--- src/rtl/fw_seq_pkg.sv ---
`default_nettype none
// ============================================================================
//  Module   : fw_seq_pkg
//  Purpose  : Shared types, constants and helpers for the feature/weight
//             enable-select sequencer.
//  Contents : state_t          - sequencer FSM states
//             DEFAULT_SCHED_25 - power-on schedule for the 25-step round
//             calc_cnt_w()     - index width for a count, minimum 1 bit
//  Revision : 1.0 - initial release
// ============================================================================
package fw_seq_pkg;

    typedef enum logic [0:0] {
        IDLE = 1'b0,
        RUN  = 1'b1
    } state_t;

    // Bit i is the select value at step i.
    localparam logic [24:0] DEFAULT_SCHED_25 = 25'h1F5ABF0;

    // Width needed to index n items; never less than one bit so that a
    // single-item index still has a legal port width.
    function automatic int calc_cnt_w(input int n);
        return (n > 1) ? $clog2(n) : 1;
    endfunction

endpackage
`default_nettype wire

--- src/rtl/fw_sched_bank.sv ---
`default_nettype none
// ============================================================================
//  Module   : fw_sched_bank
//  Purpose  : NUM_CH x NUM_STEPS schedule register file. One write port,
//             one combinational per-channel bit read at a shared index.
//  Ports    : clk, reset          - clock, synchronous active-high reset
//             wr_en/wr_ch/wr_data - schedule write (out-of-range ch dropped)
//             rd_idx              - step index to read
//             rd_bits             - one select bit per channel
//  Revision : 1.0 - initial release
// ============================================================================
module fw_sched_bank
    import fw_seq_pkg::*;
#(
    parameter int                   NUM_STEPS     = 25,
    parameter int                   CNT_W         = 5,
    parameter int                   NUM_CH        = 1,
    parameter logic [NUM_STEPS-1:0] DEFAULT_SCHED = DEFAULT_SCHED_25
) (
    input  logic                            clk,
    input  logic                            reset,
    input  logic                            wr_en,
    input  logic [calc_cnt_w(NUM_CH)-1:0]   wr_ch,
    input  logic [NUM_STEPS-1:0]            wr_data,
    input  logic [CNT_W-1:0]                rd_idx,
    output logic [NUM_CH-1:0]               rd_bits
);

    localparam int CH_W = calc_cnt_w(NUM_CH);

    for (genvar c = 0; c < NUM_CH; c++) begin : g_ch
        logic [NUM_STEPS-1:0] r_sched;
        logic                 w_hit;
        logic [NUM_STEPS-1:0] w_src;

        // Only channel indices that exist can match, so an out-of-range
        // wr_ch simply hits nothing.
        assign w_hit = wr_en && (wr_ch == CH_W'(c));

        always_ff @(posedge clk) begin
            if (reset) begin
                r_sched <= DEFAULT_SCHED;
            end else if (w_hit) begin
                r_sched <= wr_data;
            end
        end

        // Forward a write in flight so a run started in the same cycle
        // sees the new word on its very first step.
        assign w_src      = w_hit ? wr_data : r_sched;
        assign rd_bits[c] = w_src[rd_idx];
    end

endmodule
`default_nettype wire

--- src/rtl/feature_weight_sel_sequencer.sv ---
`default_nettype none
// ============================================================================
//  Module   : feature_weight_sel_sequencer
//  Purpose  : Steps a counter 0..NUM_STEPS-1 for num_rounds rounds and drives
//             a per-channel feature/weight enable-select from a loadable
//             schedule, with start/busy/done handshake and hold stall.
//  Ports    : clk, reset            - clock, synchronous active-high reset
//             start, num_rounds     - launch a run (IDLE only); 0 rounds = 1
//             hold                  - freeze counter/outputs while running
//             sched_we/ch/wdata     - schedule write, accepted in IDLE only
//             busy, done            - running flag, one-cycle end pulse
//             step_valid, cnt,round - current step position
//             feature_weight_en_sel - per-channel select for current step
//  Revision : 1.0 - initial release
// ============================================================================
module feature_weight_sel_sequencer
    import fw_seq_pkg::*;
#(
    parameter int                   NUM_STEPS     = 25,
    parameter int                   CNT_W         = 5,
    parameter int                   NUM_CH        = 1,
    parameter int                   ROUND_W       = 4,
    parameter logic [NUM_STEPS-1:0] DEFAULT_SCHED = DEFAULT_SCHED_25
) (
    input  logic                          clk,
    input  logic                          reset,
    input  logic                          start,
    input  logic [ROUND_W-1:0]            num_rounds,
    input  logic                          hold,
    input  logic                          sched_we,
    input  logic [calc_cnt_w(NUM_CH)-1:0] sched_ch,
    input  logic [NUM_STEPS-1:0]          sched_wdata,
    output logic                          busy,
    output logic                          done,
    output logic                          step_valid,
    output logic [CNT_W-1:0]              cnt,
    output logic [ROUND_W-1:0]            round,
    output logic [NUM_CH-1:0]             feature_weight_en_sel
);

    localparam logic [CNT_W-1:0] C_LAST_STEP = CNT_W'(NUM_STEPS - 1);

    state_t               r_state,  w_state_nxt;
    logic [CNT_W-1:0]     r_cnt,    w_cnt_nxt;
    logic [ROUND_W-1:0]   r_round,  w_round_nxt;
    logic [ROUND_W-1:0]   r_limit,  w_limit_nxt;
    logic                 r_busy,   w_busy_nxt;
    logic                 r_valid,  w_valid_nxt;
    logic                 r_done,   w_done_nxt;
    logic [NUM_CH-1:0]    r_en_sel, w_en_sel_nxt;

    logic                 w_sched_we;
    logic [CNT_W-1:0]     w_rd_idx;
    logic [NUM_CH-1:0]    w_rd_bits;

    // The schedule is frozen for the whole run.
    assign w_sched_we = sched_we && (r_state == IDLE);

    // Index of the step that will be shown next cycle whenever the select
    // is reloaded: the following step inside a round, otherwise step 0.
    assign w_rd_idx = ((r_state == RUN) && (r_cnt != C_LAST_STEP)) ?
                      r_cnt + CNT_W'(1) : '0;

    fw_sched_bank #(
        .NUM_STEPS     (NUM_STEPS),
        .CNT_W         (CNT_W),
        .NUM_CH        (NUM_CH),
        .DEFAULT_SCHED (DEFAULT_SCHED)
    ) u_bank (
        .clk     (clk),
        .reset   (reset),
        .wr_en   (w_sched_we),
        .wr_ch   (sched_ch),
        .wr_data (sched_wdata),
        .rd_idx  (w_rd_idx),
        .rd_bits (w_rd_bits)
    );

    always_ff @(posedge clk) begin
        if (reset) begin
            r_state  <= IDLE;
            r_cnt    <= '0;
            r_round  <= '0;
            r_limit  <= ROUND_W'(1);
            r_busy   <= 1'b0;
            r_valid  <= 1'b0;
            r_done   <= 1'b0;
            r_en_sel <= '0;
        end else begin
            r_state  <= w_state_nxt;
            r_cnt    <= w_cnt_nxt;
            r_round  <= w_round_nxt;
            r_limit  <= w_limit_nxt;
            r_busy   <= w_busy_nxt;
            r_valid  <= w_valid_nxt;
            r_done   <= w_done_nxt;
            r_en_sel <= w_en_sel_nxt;
        end
    end

    always_comb begin
        w_state_nxt  = r_state;
        w_cnt_nxt    = r_cnt;
        w_round_nxt  = r_round;
        w_limit_nxt  = r_limit;
        w_busy_nxt   = r_busy;
        w_valid_nxt  = r_valid;
        w_done_nxt   = 1'b0;
        w_en_sel_nxt = r_en_sel;

        case (r_state)
            IDLE: begin
                w_busy_nxt   = 1'b0;
                w_valid_nxt  = 1'b0;
                w_cnt_nxt    = '0;
                w_round_nxt  = '0;
                w_en_sel_nxt = '0;
                if (start) begin
                    w_state_nxt  = RUN;
                    w_busy_nxt   = 1'b1;
                    w_valid_nxt  = 1'b1;
                    w_limit_nxt  = (num_rounds == '0) ? ROUND_W'(1) : num_rounds;
                    w_en_sel_nxt = w_rd_bits;
                end
            end
            RUN: begin
                if (!hold) begin
                    if (r_cnt != C_LAST_STEP) begin
                        w_cnt_nxt    = r_cnt + CNT_W'(1);
                        w_en_sel_nxt = w_rd_bits;
                    end else if (r_round != r_limit - ROUND_W'(1)) begin
                        // Seamless wrap into the next round.
                        w_cnt_nxt    = '0;
                        w_round_nxt  = r_round + ROUND_W'(1);
                        w_en_sel_nxt = w_rd_bits;
                    end else begin
                        w_state_nxt  = IDLE;
                        w_busy_nxt   = 1'b0;
                        w_valid_nxt  = 1'b0;
                        w_cnt_nxt    = '0;
                        w_round_nxt  = '0;
                        w_en_sel_nxt = '0;
                        w_done_nxt   = 1'b1;
                    end
                end
            end
            default: begin
                w_state_nxt = IDLE;
            end
        endcase
    end

    assign busy                  = r_busy;
    assign done                  = r_done;
    assign step_valid            = r_valid;
    assign cnt                   = r_cnt;
    assign round                 = r_round;
    assign feature_weight_en_sel = r_en_sel;

endmodule
`default_nettype wire

--- config.mk ---
export PLATFORM = sky130hd
export DESIGN_NAME = feature_weight_sel_sequencer
export DESIGN_NICKNAME = d
export VERILOG_FILES = /design/src/rtl/fw_seq_pkg.sv /design/src/rtl/fw_sched_bank.sv /design/src/rtl/feature_weight_sel_sequencer.sv
export SDC_FILE = /design/constraint.sdc
export NUM_CORES = 1
export LEC_CHECK = 0
export CAP_MARGIN = 20
export CORE_ASPECT_RATIO = 0.7
export CORE_MARGIN = 1.5
export CORE_UTILIZATION = 45
export DETAILED_ROUTE_END_ITERATION = 7
export PLACE_DENSITY = 0.73
export SLEW_MARGIN = 10
export SYNTH_ARGS = -nofsm -noshare
export SYNTH_HDL_FRONTEND = slang
export SYNTH_HIERARCHICAL = 1
export SYNTH_SLANG_ARGS = --single-unit
--- constraint.sdc ---
create_clock -name clk -period 3 [get_ports clk]
set_clock_uncertainty 0.05 [all_clocks]
set_input_delay 0.6 -clock clk [delete_from_list [all_inputs] [get_ports clk]]
set_output_delay 0.6 -clock clk [all_outputs]
set_load 0.05 [all_outputs]
**Word level (Yosys, flattened, before mapping)**

Index checks and enable logic that the tools add are counted.

- $add $sub $neg: 3
- $lt $le $gt $ge: 1
- Equal/unequal tests: 5
- Muxes and demuxes: 27
- Bitwise gates (word level): 2
- Reductions and logical operators: 8

Operator list:

| operator | number |
|---|---|
| 25-bit 2-to-1 mux | 1 |
| 4-bit 2-to-1 mux | 4 |
| 5-bit 2-to-1 mux | 3 |
| 1-bit 2-to-1 mux | 13 |
| 5-bit one-hot mux with 2 select lines | 1 |
| 4-bit one-hot mux with 2 select lines | 1 |
| 5-bit by 6-bit < comparator with 1-bit output, second input constant | 1 |
| 2-bit != test, second input constant | 3 |
| 1-bit one-hot mux with 2 select lines | 3 |
| 5-bit by 1-bit adder with 5-bit output, second input constant | 1 |
| 1-bit binary-select mux with 5-bit select | 1 |
| 5-bit != test, second input constant | 1 |
| 4-bit by 1-bit adder with 4-bit output, second input constant | 1 |
| 4-bit logical NOT | 1 |
| 4-bit != test | 1 |
| 2-bit AND reduction | 2 |
| 4-bit OR reduction | 1 |
| 4-bit by 1-bit subtractor with 4-bit output, second input constant | 1 |
| 1-bit logical AND | 3 |
| 3-bit AND reduction | 1 |
| 1-bit inverter | 2 |

- Bits in registers: 42
- Input bits: 35
- Output and inout bits: 13

**Longest topological paths before layout**

- Depth in word-level cells: 10
- Mapped depth: 14
- Depth with buffers taken out: 12

**By module**

The synthesis kept the hierarchy.

By module, submodules not included:

| module | instances | cells an instance | area an instance (µm²) | seq. area each (µm²) |
|---|---|---|---|---|
| fw_sched_bank | 1 | 117 | 1171.1 | 500.5 |
| feature_weight_sel_sequencer | 1 | 113 | 960.9 | 340.3 |

**Worst setup path before layout**

Ideal clock, no wire load.

- Path kind: reg-to-reg
- Start point: register r_cnt[0] (netlist: cnt[0])
- End point: register r_en_sel (netlist: feature_weight_en_sel)
- Data arrival time: 2.887 ns
- Required time: 2.875 ns
- Setup slack: -0.012 ns
- Cell stages (with the launch flop): 12
- Buffers on the path: 1
- Period minus slack after synthesis: 3.012 ns
- Path through: dfxtp_1 > inv_1 > ha_1 > nand4b_2 > nand2_2 > nor2_1 > buf_1 > mux4_2 > a2111oi_2 > o22a_1 > nand3b_1 > o22ai_1

- Longest elaborated chain between the ends: 9

RTL lines:

| element | line | text |
|---|---|---|
| start: declaration | feature_weight_sel_sequencer.sv:44 | `logic [CNT_W-1:0] r_cnt, w_cnt_nxt;` |
| start signal: assignment | feature_weight_sel_sequencer.sv:91 | `r_cnt <= w_cnt_nxt;` |
| branches (longest 2 deep; another with 5-bit by 1-bit adder with 5-bit output) | -- |  |
| 5-bit 2-to-1 mux * | feature_weight_sel_sequencer.sv:61 | `assign w_rd_idx = ((r_state == RUN) && (r_cnt != C_LAST_STEP)) ?` |
| net w_rd_idx[0] | feature_weight_sel_sequencer.sv:53 | `logic [CNT_W-1:0] w_rd_idx;` |
| 1-bit binary-select mux with 5-bit select * | fw_sched_bank.sv:51 | `assign rd_bits[c] = w_src[rd_idx];` |
| 1-bit 2-to-1 mux (not written as such) * | fw_sched_bank.sv:51 |  |
| net w_rd_bits | feature_weight_sel_sequencer.sv:54 | `logic [NUM_CH-1:0] w_rd_bits;` |
| 1-bit 2-to-1 mux | feature_weight_sel_sequencer.sv:131 | `end else if (r_round != r_limit - ROUND_W'(1)) begin` |
| 1-bit 2-to-1 mux | feature_weight_sel_sequencer.sv:128 | `if (r_cnt != C_LAST_STEP) begin` |
| 1-bit 2-to-1 mux | feature_weight_sel_sequencer.sv:127 | `if (!hold) begin` |
| 1-bit one-hot mux with 2 select lines * | feature_weight_sel_sequencer.sv:111 | `case (r_state)` |
| end signal: assignment | feature_weight_sel_sequencer.sv:97 | `r_en_sel <= w_en_sel_nxt;` |
| end: declaration | feature_weight_sel_sequencer.sv:50 | `logic [NUM_CH-1:0] r_en_sel, w_en_sel_nxt;` |

Mark *: on every way through the listed nets, which the timed path passes. The select of a mux whose other input is x is not followed.
A chain may end at the register's enable or synchronous reset.

**Worst setup path after layout**

- Start point: input port sched_we
- End point: register r_en_sel (netlist: feature_weight_en_sel)

- Longest elaborated chain between the ends: 9

RTL lines:

| element | line | text |
|---|---|---|
| start: declaration | feature_weight_sel_sequencer.sv:30 | `input logic sched_we,` |
| 1-bit logical AND * | feature_weight_sel_sequencer.sv:57 | `assign w_sched_we = sched_we && (r_state == IDLE);` |
| net w_sched_we | feature_weight_sel_sequencer.sv:52 | `logic w_sched_we;` |
| 1-bit logical AND * | fw_sched_bank.sv:38 | `assign w_hit = wr_en && (wr_ch == CH_W'(c));` |
| 25-bit 2-to-1 mux * | fw_sched_bank.sv:50 | `assign w_src = w_hit ? wr_data : r_sched;` |
| 1-bit binary-select mux with 5-bit select * | fw_sched_bank.sv:51 |  |
| 1-bit 2-to-1 mux (not written as such) * | fw_sched_bank.sv:51 |  |
| net w_rd_bits | feature_weight_sel_sequencer.sv:54 |  |
| 1-bit 2-to-1 mux | feature_weight_sel_sequencer.sv:131 |  |
| 1-bit 2-to-1 mux | feature_weight_sel_sequencer.sv:128 |  |
| 1-bit 2-to-1 mux | feature_weight_sel_sequencer.sv:127 |  |
| 1-bit one-hot mux with 2 select lines * | feature_weight_sel_sequencer.sv:111 |  |

The timed path passes the listed nets; every way through them passes the cells marked *. The select of a mux whose other input is x is not followed.

==> metrics.yaml <==
routing:
  firstDrtPassIters: 6
  wirelength_um: 4714
  drt_iter0_drc: 149
  ant_nets: 0
  viasPerCell: 5.380
  detailroute.via_count: 1786
  wl_per_cell_um: 14.20
  drcViolationCount: 1
synthesis:
  avgSynthCellArea_um2: 9.270
  synth-simple-area-share: 0.2189
  synth_edf_count: 0
  syn_area_um2: 2132
  synth_compound_area_frac: 0.1185
  syn_inst: 230
  ys_warn_count: 6
  synth_cell_types: 44
  async_flop_share: 0
  synth_xor_area_frac: 0.04284
  synthAdderAreaFrac: 0.02347
  synth.yosys.seq_area_share: 0.3944
  synth_top_family_by_area: "simple AND/OR/NAND/NOR gates"
  yosys-mux-area-fraction: 0.1567
  synthesis.nets: 269
  ys_seq_elements: 42
  synth_ff_type: "dfxtp_1"
grt:
  gr-total-overflow: 0
  grt_max_degree: 41
  first_global_vias: 1625
  grt_use_total: 0.1945
  grt_antenna_before_repair: 0
  grt_pass1_wl_um: 7852
clock_tree:
  cts.sinks: 42
  htree_levels: 2
  cts_resized: 0
  cts_made_buffers: 5
  holdBufCountCts: 0
  cts_tree: "built"
  cts-root-buf: "clkbuf_8"
  cts_max_path_buffers: 2
  clk_latency_ns: 0.29
  postCtsSetupBuffers: 0
  path_clk_slew_ns: 0.09
sta:
  final.min_clock_period_ns: 2.647
  drv_slew: 0
  hold_viol_final: 0
  worst_pin_slew_ns: 0.5509
  final-setup-viol-count: 0
  setup_ws_ns: 0.3529
  slew_headroom: 0.6316
  hold_ws_ns: 0.4315
  setup-tns-final_ns: 0
  rsz0062_at_grt: "no"
  max_freq_ghz: 0.3778
  post-route-period-util: 0.8824
floorplanning:
  io_pins: 48
  die_h_um: 60.59
  dieArea_um2: 5167
  initial_core_util: 0.4787
  std_cell_rows: 20
  die_x_um: 85.27
  coreArea_um2: 4454
critical_path:
  cpPeakStageDelay_ns: 0.51
  cp.required_ns: 3.18
  critPathKind: "in2reg"
  crit_family: "multiplexers"
  critPathArrivalTime_ns: 2.82
  cp-end-kind: "flop"
  cp_num_buf_inv: 1
  critPathLaunchType: "primary input"
  critical_path.cell_chain: "clkdlybuf4s50_1, nor2b_1, nand2b_2, mux2i_1, mux4_2, a2111oi_2, o22a_1, nand3b_1, o22ai_1"
  cp_slowest_cell: "mux4_2"
  critPathMaxFanout: 7
finish:
  areaGrowthSynthToFinish_pct: 29.05
  layout_common_cells: "clkdlybuf4s50_1 (47), dfxtp_1 (41), mux2i_1 (30)"
  drive_above_1_share: 0.09025
  nets: 315
  mostFrequentLayoutCell: "clkdlybuf4s50_1"
  diodes: 0
  fin_cells: 332
place:
  gp_congestion: 0.7865
  place_ws_ns: 0.03353
  portBuffers: 47
  dp_cells: 324
  place_hpwl_um: 3463
pwr:
  p_leak_uw: 0.001160
  p_sw_uw: 346.9
  seqPwrFrac: 0.483
  combPwrFrac: 0.211
  p_int_uw: 893.0
  sw_frac_of_total: 0.2798
  power.density_nw_per_um2: 450.6
  pwr-share-clk: 0.306
  ir_drop_mv: 0.2099
status:
  violations: "DRC"
  status: "finished, violations left"
worst_hold_path:
  min_path_type: "reg2reg"
job:
  drv_cap: 0
## layout make-up
cell class	instances	area, um2
Fill cell	372	1703
Multi-Input combinational cell	168	1195
Sequential cell	42	842.1
Timing Repair Buffer	53	528.0
Clock buffer	6	82.58
Tap cell	55	68.82
Inverter	6	22.52
Clock inverter	2	12.51
## cell families after synthesis
logic type / Yosys count
compound gates: 36
buf+inv: 20
fa+ha+maj: 4
mux: 32
xor+xnor: 8
flops: 42
simple gates: 88
## final timing paths
| kind | from | to | slack (ns) | cells past startpoint |
|---|---|---|---|---|
| setup / recovery | sched_we | feature_weight_en_sel | 0.35 | 9 |
| hold / removal | u_bank/g_ch[0].r_sched[9] | u_bank/g_ch[0].r_sched[9] | 0.43 | 2 |
| setup reg to reg | cnt[0] | feature_weight_en_sel | 0.36 | 10 |
| hold reg to reg | u_bank/g_ch[0].r_sched[9] | u_bank/g_ch[0].r_sched[9] | 0.43 | 2 |
## metal layers
metal / GRT usage / vias up / share of wire
li1: - / 909 / -
met1: 0.2987 / 832 / 0.53
met2: 0.2766 / 43 / 0.41
met3: 0.04218 / 2 / 0.061
met4: 0.04839 / 0 / 0.0057
met5: 0 / - / 0
## power groups by stage
stage | clock network [uW] | registers (uW) | logic [uW]
CTS | 388 | 599 | 263
detailed placement | 0 | 612 | 261
global route | 416 | 602 | 286
floorplan | 0 | 616 | 162
global placement | 0 | 611 | 259
finish | 379 | 599 | 262
## flip-flops by register name, summed over array words and instances (netlist names)
name / count
u_bank/g_ch.r_sched: 25
cnt: 5
r_limit: 4
round: 4
done: 1
feature_weight_en_sel: 1
r_state: 1
step_valid: 1
## worst register-to-register path, delay by kind of cell (launching register included)
family,cells,cell delay (ns)
compound gates,3,0.68
fa+ha+maj,1,0.20
buf+inv,1,0.06
flops,1,0.41
mux,1,0.56
simple gates,4,0.61
## through the flow
stage,utilization,power [uW],area (um2)
final,0.6177,1240,2751
after floorplan,-,778.5,2133
after global routing,0.6177,1304,2751
after CTS,0.6177,1249,2751
after detailed placement,0.5963,873.4,2656
after global placement,0.5963,870.0,2656
## Yosys cell counts (4+ instances only)
| cell type | instances | area (um2) |
|---|---|---|
| o2111ai_1 | 5 | 43.79 |
| mux2i_1 | 30 | 300.3 |
| a31oi_1 | 7 | 43.79 |
| nand2b_1 | 20 | 125.1 |
| nand3_1 | 13 | 65.06 |
| ha_1 | 4 | 50.05 |
| xor2_1 | 4 | 35.03 |
| inv_1 | 6 | 22.52 |
| nor2b_1 | 5 | 31.28 |
| dfxtp_1 | 42 | 840.8 |
| nand2_1 | 12 | 45.04 |
| clkbuf_1 | 7 | 26.28 |
| nor2_1 | 22 | 82.58 |
| a21oi_1 | 8 | 40.04 |
Note: power is estimated with default switching activity, not from simulation.
